[config.mk]
export PLATFORM = sky130hd
export DESIGN_NAME = nf_bypass_merge_arb
export DESIGN_NICKNAME = d
export VERILOG_FILES = /design/src/rtl/nf_bypass_merge_arb.sv
export SDC_FILE = /design/constraint.sdc
export NUM_CORES = 1
export LEC_CHECK = 0
export ABC_AREA = 1
export CAP_MARGIN = 40
export CORE_AREA = 5 5 704 706
export DETAILED_ROUTE_END_ITERATION = 10
export DIE_AREA = 0 0 709 711
export PLACE_DENSITY_LB_ADDON = 0.05
export RECOVER_POWER = 100
export SLEW_MARGIN = 20
export SYNTH_ARGS = -nofsm -noshare
export SYNTH_HDL_FRONTEND = slang
export SYNTH_SLANG_ARGS = --single-unit
export TNS_END_PERCENT = 10
[constraint.sdc]
create_clock -name clk -period 91.6 [get_ports clk]
set_input_delay 22.9 -clock clk [delete_from_list [all_inputs] [get_ports clk]]
set_output_delay 22.9 -clock clk [all_outputs]
set_load 0.01 [all_outputs]
[src/rtl/nf_bypass_merge_arb.sv]
// Merges the NF (port 0) and bypass (port 1) packet+metadata streams into one egress stream.
// Per-packet arbitration with NF_WEIGHT:1 weighting toward NF, 1-cycle registered output.
module nf_bypass_merge_arb #(
  parameter int unsigned NF_WEIGHT = 4,
  parameter int unsigned CNT_W     = 32,
  parameter int unsigned META_W    = 64
) (
  input  logic              clk,
  input  logic              rst,
  input  logic [511:0]      in0_pkt_data,
  input  logic              in0_pkt_valid,
  input  logic              in0_pkt_sop,
  input  logic              in0_pkt_eop,
  input  logic [5:0]        in0_pkt_empty,
  output logic              in0_pkt_ready,
  input  logic              in0_meta_valid,
  input  logic [META_W-1:0] in0_meta_data,
  output logic              in0_meta_ready,
  input  logic [511:0]      in1_pkt_data,
  input  logic              in1_pkt_valid,
  input  logic              in1_pkt_sop,
  input  logic              in1_pkt_eop,
  input  logic [5:0]        in1_pkt_empty,
  output logic              in1_pkt_ready,
  input  logic              in1_meta_valid,
  input  logic [META_W-1:0] in1_meta_data,
  output logic              in1_meta_ready,
  output logic [511:0]      out_pkt_data,
  output logic              out_pkt_sop,
  output logic              out_pkt_eop,
  output logic [5:0]        out_pkt_empty,
  output logic              out_pkt_valid,
  input  logic              out_pkt_almost_full,
  output logic [META_W-1:0] out_meta_data,
  output logic              out_meta_valid,
  input  logic              out_meta_almost_full,
  output logic              out_src,
  output logic [CNT_W-1:0]  stat_pkt0_cnt,
  output logic [CNT_W-1:0]  stat_pkt1_cnt
);

  typedef enum logic {StIdle, StSend} state_t;

  state_t      r_state;
  logic        r_gnt;
  logic [7:0]  r_credit;
  logic        r_pkt_done;
  logic        r_meta_done;

  logic              w_elig0, w_elig1, w_pick, w_send;
  logic              w_pkt_rdy, w_meta_rdy;
  logic              w_pkt_valid, w_pkt_sop, w_pkt_eop, w_meta_valid;
  logic [511:0]      w_pkt_data;
  logic [5:0]        w_pkt_empty;
  logic [META_W-1:0] w_meta_data;
  logic              w_pkt_acc, w_meta_acc, w_pkt_done_d, w_meta_done_d;

  assign w_elig0 = in0_meta_valid & in0_pkt_valid & in0_pkt_sop &
                   ~out_pkt_almost_full & ~out_meta_almost_full;
  assign w_elig1 = in1_meta_valid & in1_pkt_valid & in1_pkt_sop &
                   ~out_pkt_almost_full & ~out_meta_almost_full;

  // Bypass wins a contended grant only once NF has used up its credit.
  assign w_pick = (w_elig0 & w_elig1) ? (32'(r_credit) >= NF_WEIGHT) : w_elig1;

  assign w_send     = (r_state == StSend);
  assign w_pkt_rdy  = w_send & ~r_pkt_done & ~out_pkt_almost_full;
  assign w_meta_rdy = w_send & ~r_meta_done & ~out_meta_almost_full;

  assign in0_pkt_ready  = w_pkt_rdy & ~r_gnt;
  assign in1_pkt_ready  = w_pkt_rdy & r_gnt;
  assign in0_meta_ready = w_meta_rdy & ~r_gnt;
  assign in1_meta_ready = w_meta_rdy & r_gnt;

  assign w_pkt_valid  = r_gnt ? in1_pkt_valid  : in0_pkt_valid;
  assign w_pkt_sop    = r_gnt ? in1_pkt_sop    : in0_pkt_sop;
  assign w_pkt_eop    = r_gnt ? in1_pkt_eop    : in0_pkt_eop;
  assign w_pkt_data   = r_gnt ? in1_pkt_data   : in0_pkt_data;
  assign w_pkt_empty  = r_gnt ? in1_pkt_empty  : in0_pkt_empty;
  assign w_meta_valid = r_gnt ? in1_meta_valid : in0_meta_valid;
  assign w_meta_data  = r_gnt ? in1_meta_data  : in0_meta_data;

  assign w_pkt_acc     = w_pkt_rdy & w_pkt_valid;
  assign w_meta_acc    = w_meta_rdy & w_meta_valid;
  assign w_pkt_done_d  = r_pkt_done | (w_pkt_acc & w_pkt_eop);
  assign w_meta_done_d = r_meta_done | w_meta_acc;

  always_ff @(posedge clk) begin
    if (rst) begin
      r_state        <= StIdle;
      r_gnt          <= 1'b0;
      r_credit       <= 8'd0;
      r_pkt_done     <= 1'b0;
      r_meta_done    <= 1'b0;
      out_pkt_valid  <= 1'b0;
      out_meta_valid <= 1'b0;
      out_src        <= 1'b0;
      stat_pkt0_cnt  <= '0;
      stat_pkt1_cnt  <= '0;
    end else begin
      out_pkt_valid  <= w_pkt_acc;
      out_meta_valid <= w_meta_acc;
      if (w_pkt_acc) begin
        out_pkt_data  <= w_pkt_data;
        out_pkt_sop   <= w_pkt_sop;
        out_pkt_eop   <= w_pkt_eop;
        out_pkt_empty <= w_pkt_empty;
      end
      if (w_meta_acc) out_meta_data <= w_meta_data;
      if (w_pkt_acc | w_meta_acc) out_src <= r_gnt;

      unique case (r_state)
        StIdle: begin
          if (w_elig0 | w_elig1) begin
            r_gnt       <= w_pick;
            r_state     <= StSend;
            r_pkt_done  <= 1'b0;
            r_meta_done <= 1'b0;
            if (w_pick)       r_credit <= 8'd0;
            else if (w_elig1) r_credit <= r_credit + 8'd1;
          end
        end
        StSend: begin
          if (w_pkt_done_d & w_meta_done_d) begin
            r_state     <= StIdle;
            r_pkt_done  <= 1'b0;
            r_meta_done <= 1'b0;
            if (r_gnt) stat_pkt1_cnt <= stat_pkt1_cnt + CNT_W'(1);
            else       stat_pkt0_cnt <= stat_pkt0_cnt + CNT_W'(1);
          end else begin
            r_pkt_done  <= w_pkt_done_d;
            r_meta_done <= w_meta_done_d;
          end
        end
        default: r_state <= StIdle;
      endcase
    end
  end

endmodule

; ---- After elaboration in Yosys (flattened, before gate mapping)
; Index checks and enable logic that the tools add are counted.
[classes]
add_sub_neg = 3
mul = 0
div = 0
magnitude_cmp = 1
eq_ne = 1
n_shift = 0
muxes = 18
n_bitwise = 32
n_reduce_logical = 7
[ops]
columns = cell, n
row1 = 2-to-1 mux 512 bit, 1
row2 = "adder 32 x 1 -> 32 bit, second input constant", 2
row3 = 2-to-1 mux 64 bit, 1
row4 = bitwise AND 1 bit, 21
row5 = 2-to-1 mux 8 bit, 2
row6 = 2-to-1 mux 1 bit, 10
row7 = AND reduction 3 bit, 3
row8 = "adder 8 x 1 -> 8 bit, second input constant", 1
row9 = "greater-or-equal comparator 8 x 3 -> 1 bit, second input constant", 1
row10 = inverter 1 bit, 7
row11 = 2-to-1 mux 6 bit, 1
row12 = case mux 1 bit (2 select lines), 3
row13 = AND reduction 2 bit, 3
row14 = OR 1 bit, 4
row15 = "!= test 2 bit, second input constant", 1
row16 = nonzero test 2 bit, 1
[word_totals]
register_bits = 663
latchBits = 0
ram_bits = 0
mem_bits_ro = 0
in_bits = 1176
output_inout_bits = 655
elab_cells = 77
mem_count = 0

; ---- Logic depth before layout (Yosys ltp)
[logic_depth]
depth_word = 9
ltp_mapped = 13
ltp_nobuf = 11

; ---- Worst setup path after synthesis
; No wires, ideal clock.
[synth_path]
path_type = input to register
from = input port rst
to = register out_pkt_data[0] (enable)
arrival_time_ps = 44855
required_ps = 90186
path_slack_ps = 45330
cell_stages = 3
path_cell_list = clkbuf_1 clkbuf_1 nor2_1
[synth_between]
elab_chain_len = 2
[synth_rtl]
columns = item, line_no
row1 = from (decl), 9  ; input logic rst,
row2 = inverter 1 bit (no source line), n/a
row3 = AND reduction 2 bit (no source line), n/a
row4 = to (signal assigned), 104  ; out_pkt_data <= w_pkt_data;
row5 = to (decl), 28  ; output logic [511:0] out_pkt_data,
; No other way between the ends.
; A chain may end at the register's enable or synchronous reset.

; ---- Final worst setup path
[layout_path]
from = input port out_meta_almost_full
to = output port in0_meta_ready
[layout_between]
elab_chain_len = 3
[layout_rtl]
columns = item, line_no
row1 = from (decl), 36  ; input logic out_meta_almost_full,
row2 = inverter 1 bit, 68  ; assign w_meta_rdy = w_send & ~r_meta_done & ~out_meta_almost_full;
row3 = bitwise AND 1 bit, 68
row4 = bitwise AND 1 bit, 72  ; assign in0_meta_ready = w_meta_rdy & ~r_gnt;
row5 = to (decl), 18  ; output logic in0_meta_ready,
; No other way between the ends.

==> flow_metrics.env <==
export IMPL_maxSlewViolCount=606
export IMPL_drtIter0Drc=1685
export IMPL_ys_ff_latch=663
export IMPL_clkLatencyLatePin_ns=0.88
export IMPL_synth_nets=4429
export IMPL_routed_wl_um=317000
export IMPL_initial_utilization_pct=6.00
export IMPL_synth_edf_count=584
export IMPL_maxCapViolations=13
export IMPL_clock_path_buffers=4
export IMPL_relSlewSlack_pct=-383
export IMPL_power_switching_share_pct=26.7
export IMPL_fin_worst_skew_ns=0.0424
export IMPL_seqPwrFrac_pct=38.8
export IMPL_stdcell_count=11800
export IMPL_placed_area_um2=55700
export IMPL_avgViaCountPerCell=2.65
export IMPL_io_buffers=1830
export IMPL_gp_congestion=0.821
export IMPL_async_reset_ff_share_pct=0
export IMPL_post_route_min_period_ns=48.63
export IMPL_hold_path_class="reg2reg"
export IMPL_grtUsageTotal_pct=12.0
export IMPL_ios=1831
export IMPL_min_period_over_period_pct=53.1
export IMPL_synth_top_area_share_pct=59.8
export IMPL_dr_pass1_iters=5
export IMPL_ir_worst_vdd_uv=14.0
export IMPL_syn_to_final_growth_pct=102
export IMPL_start_kind="primary input"
export IMPL_die_width_um=709
export IMPL_ctsHtreeMaxLevel=3
export IMPL_violations="capacitance limit, slew limit"
export IMPL_r2r_start="r_gnt$_SDFFE_PP0P_"
export IMPL_hold_start="r_credit[6]$_SDFFE_PP0P_"
export IMPL_p_per_area_nw_per_um2=14.4
export IMPL_cp_end_kind="output pin"
export IMPL_nNetsFinal=6285
export IMPL_ys_seq_area_share_pct=65.2
export IMPL_cts_made_buffers=116
export IMPL_num_vias=31200
export IMPL_avgSynthCellArea_um2=9.02
export IMPL_post_cts_buffers=0
export IMPL_ys_top_cells_by_area="edfxtp_1, nand2_1, dfxtp_1"
export IMPL_yosysUniqueCellTypes=31
export IMPL_cts_reportedPaths_clkPinSlew_ns=0.05
export IMPL_power_internal_uw=628
export IMPL_crit_fanout=3
export IMPL_max_freq_mhz=20.6
export IMPL_fin_ws_ns=42.97
export IMPL_cts_hold_buf=0
export IMPL_fin_setup_tns_ns=0
export IMPL_fillCellCount=55800
export IMPL_cp_arrival_ns=25.73
export IMPL_die_h_um=711
export IMPL_core_area_um2=488000
export IMPL_ant_nets=0
export IMPL_grt_max_degree=115
export IMPL_status="complete, but fails checks"
export IMPL_tightest_slew_ns=7.25
export IMPL_synth_top_cell_by_area="edfxtp_1"
export IMPL_first_global_vias=31700
export IMPL_cts_tree="built"
export IMPL_syn_cell_area_um2=29300
export IMPL_synth_common_cells="nand2_1, edfxtp_1, nor2_1"
export IMPL_cp_data_required_time_ns=68.70
export IMPL_grt_pass1_wl_um=386000
export IMPL_critPathKind="in2out"
export IMPL_p_total_uw=856
export IMPL_fin_area_um2=59300
export IMPL_wire_per_inst_um=26.9
export IMPL_cp_startpoint="out_meta_almost_full"
export IMPL_netlist_instances=3249
export IMPL_drive_above_1_share_pct=3.87
export IMPL_combinationalPowerShare_pct=10.2
export IMPL_dieArea_um2=504000
export IMPL_synth_most_common_cell="nand2_1"
export IMPL_hold_viol=0
export IMPL_drc=0
export IMPL_clkSinkCount=663
export IMPL_root_buffer="clkbuf_16"
export IMPL_power_frac_clock_pct=51.0
export IMPL_antenna_found_initial=427
export IMPL_dpl_hpwl_um=267000
export IMPL_rsz0062_at_grt="false"
export IMPL_placed_cells=11500
export IMPL_synth_flop_cell="edfxtp_1"
export IMPL_grt_ovfl_total=0
export IMPL_setup_violations=0
export IMPL_switchingPower_uw=228
export IMPL_dp_slack_ns=43.66
export IMPL_power_leakage_nw=21.4
export IMPL_cts_resized=0
export IMPL_ys_warn_count=0
export IMPL_num_rows=257
-- metal layers --
| layer | GRT usage [%] | vias up | wire length [um] |
|---|---|---|---|
| met2 | 20.7 | 1767 | 150000 |
| met3 | 5.51 | 808 | 32900 |
| li1 | - | 14300 | - |
| met5 | 0.152 | - | 680 |
| met1 | 13.3 | 14300 | 122000 |
| met4 | 2.82 | 88 | 10800 |
-- power by group through the flow --
stage / Clock (mW) / Combinational, mW / Sequential, mW
3_3_place_gp: 0 / 0.0961 / 0.338
2_1_floorplan: 0 / 0.0169 / 0.339
5_1_grt: 0.475 / 0.0951 / 0.332
4_1_cts: 0.469 / 0.0963 / 0.332
3_5_place_dp: 0 / 0.0956 / 0.338
6_report: 0.437 / 0.0873 / 0.332
-- cell type report --
cell class | instances | area, um2 | share of cell area, %
flip-flops and latches | 663 | 19100 | 32.2
repair buffers | 1886 | 18800 | 31.7
multi-input cells | 2371 | 9220 | 15.5
well taps | 6475 | 8100 | 13.7
clock buffers | 161 | 3190 | 5.38
clock inverters | 47 | 360 | 0.607
inverters | 67 | 262 | 0.441
diodes | 100 | 250 | 0.422
-- kinds of logic (layout without fill, tap and decap cells) --
| kind of cell | Yosys count | count (layout) | share of synthesized area, % |
|---|---|---|---|
| flip-flops | 663 | 663 | 65.2 |
| adder cells (fa/ha/maj) | 4 | 4 | 0.171 |
| buffers and inverters | 215 | 2161 | 3.12 |
| AO/OA/AOI/OAI | 54 | 54 | 0.930 |
| other | 0 | 100 | 0 |
| AND/OR/NAND/NOR | 2298 | 2298 | 30.1 |
| XOR/XNOR | 15 | 15 | 0.448 |
-- critical path, cell delays in order --
cell and delay [ns]:
dlygate4sd3_1 0.66, nor3_1 1.02, inv_1 0.21, nor2_1 0.26, dlygate4sd3_1 0.66
-- final timing paths --
check,slack (ns),depth (start not counted),end
worst min-delay path,0.44,2,r_credit[6]$_SDFFE_PP0P_
worst min register to register,0.44,2,r_credit[6]$_SDFFE_PP0P_
worst max register to register,75.96,9,out_pkt_data[326]$_DFFE_PP_
worst max-delay path,42.97,5,in0_meta_ready
-- metrics by stage --
step | util (%) | hold WS (ns)
2_1_floorplan | - | 0.419
3_3_place_gp | 11.3 | 0.432
3_5_place_dp | 11.4 | 0.431
4_1_cts | 12.1 | 0.438
5_1_grt | 12.1 | 0.456
6_report | 12.1 | 0.436
-- state kept, by name (all words and copies together) (netlist names) --
name / flops
out_meta_data: 64
out_meta_valid: 1
out_pkt_data: 512
out_pkt_empty: 6
out_pkt_eop: 1
out_pkt_sop: 1
out_pkt_valid: 1
out_src: 1
r_credit: 8
r_gnt: 1
r_meta_done: 1
r_pkt_done: 1
r_state: 1
stat_pkt0_cnt: 32
stat_pkt1_cnt: 32
-- placed cells by master (no fill, tap or decap), types with 3 or more instances in the layout --
cell type	count
nand3_1	51
diode_2	100
clkbuf_8	8
inv_1	61
a21oi_1	50
ha_1	4
nand2_1	2038
bufinv_16	3
nor2_1	178
edfxtp_1	584
nand3b_1	6
nand4_1	8
clkinv_2	20
nor3_1	12
dlygate4sd3_1	1234
clkbuf_1	57
clkdlybuf4s50_1	595
clkinv_1	19
buf_4	24
o21ai_0	3
dfxtp_1	78
buf_16	8
clkinvlp_4	3
xor2_1	13
clkbuf_16	118
No activity file was read; power rests on OpenSTA's default activity.
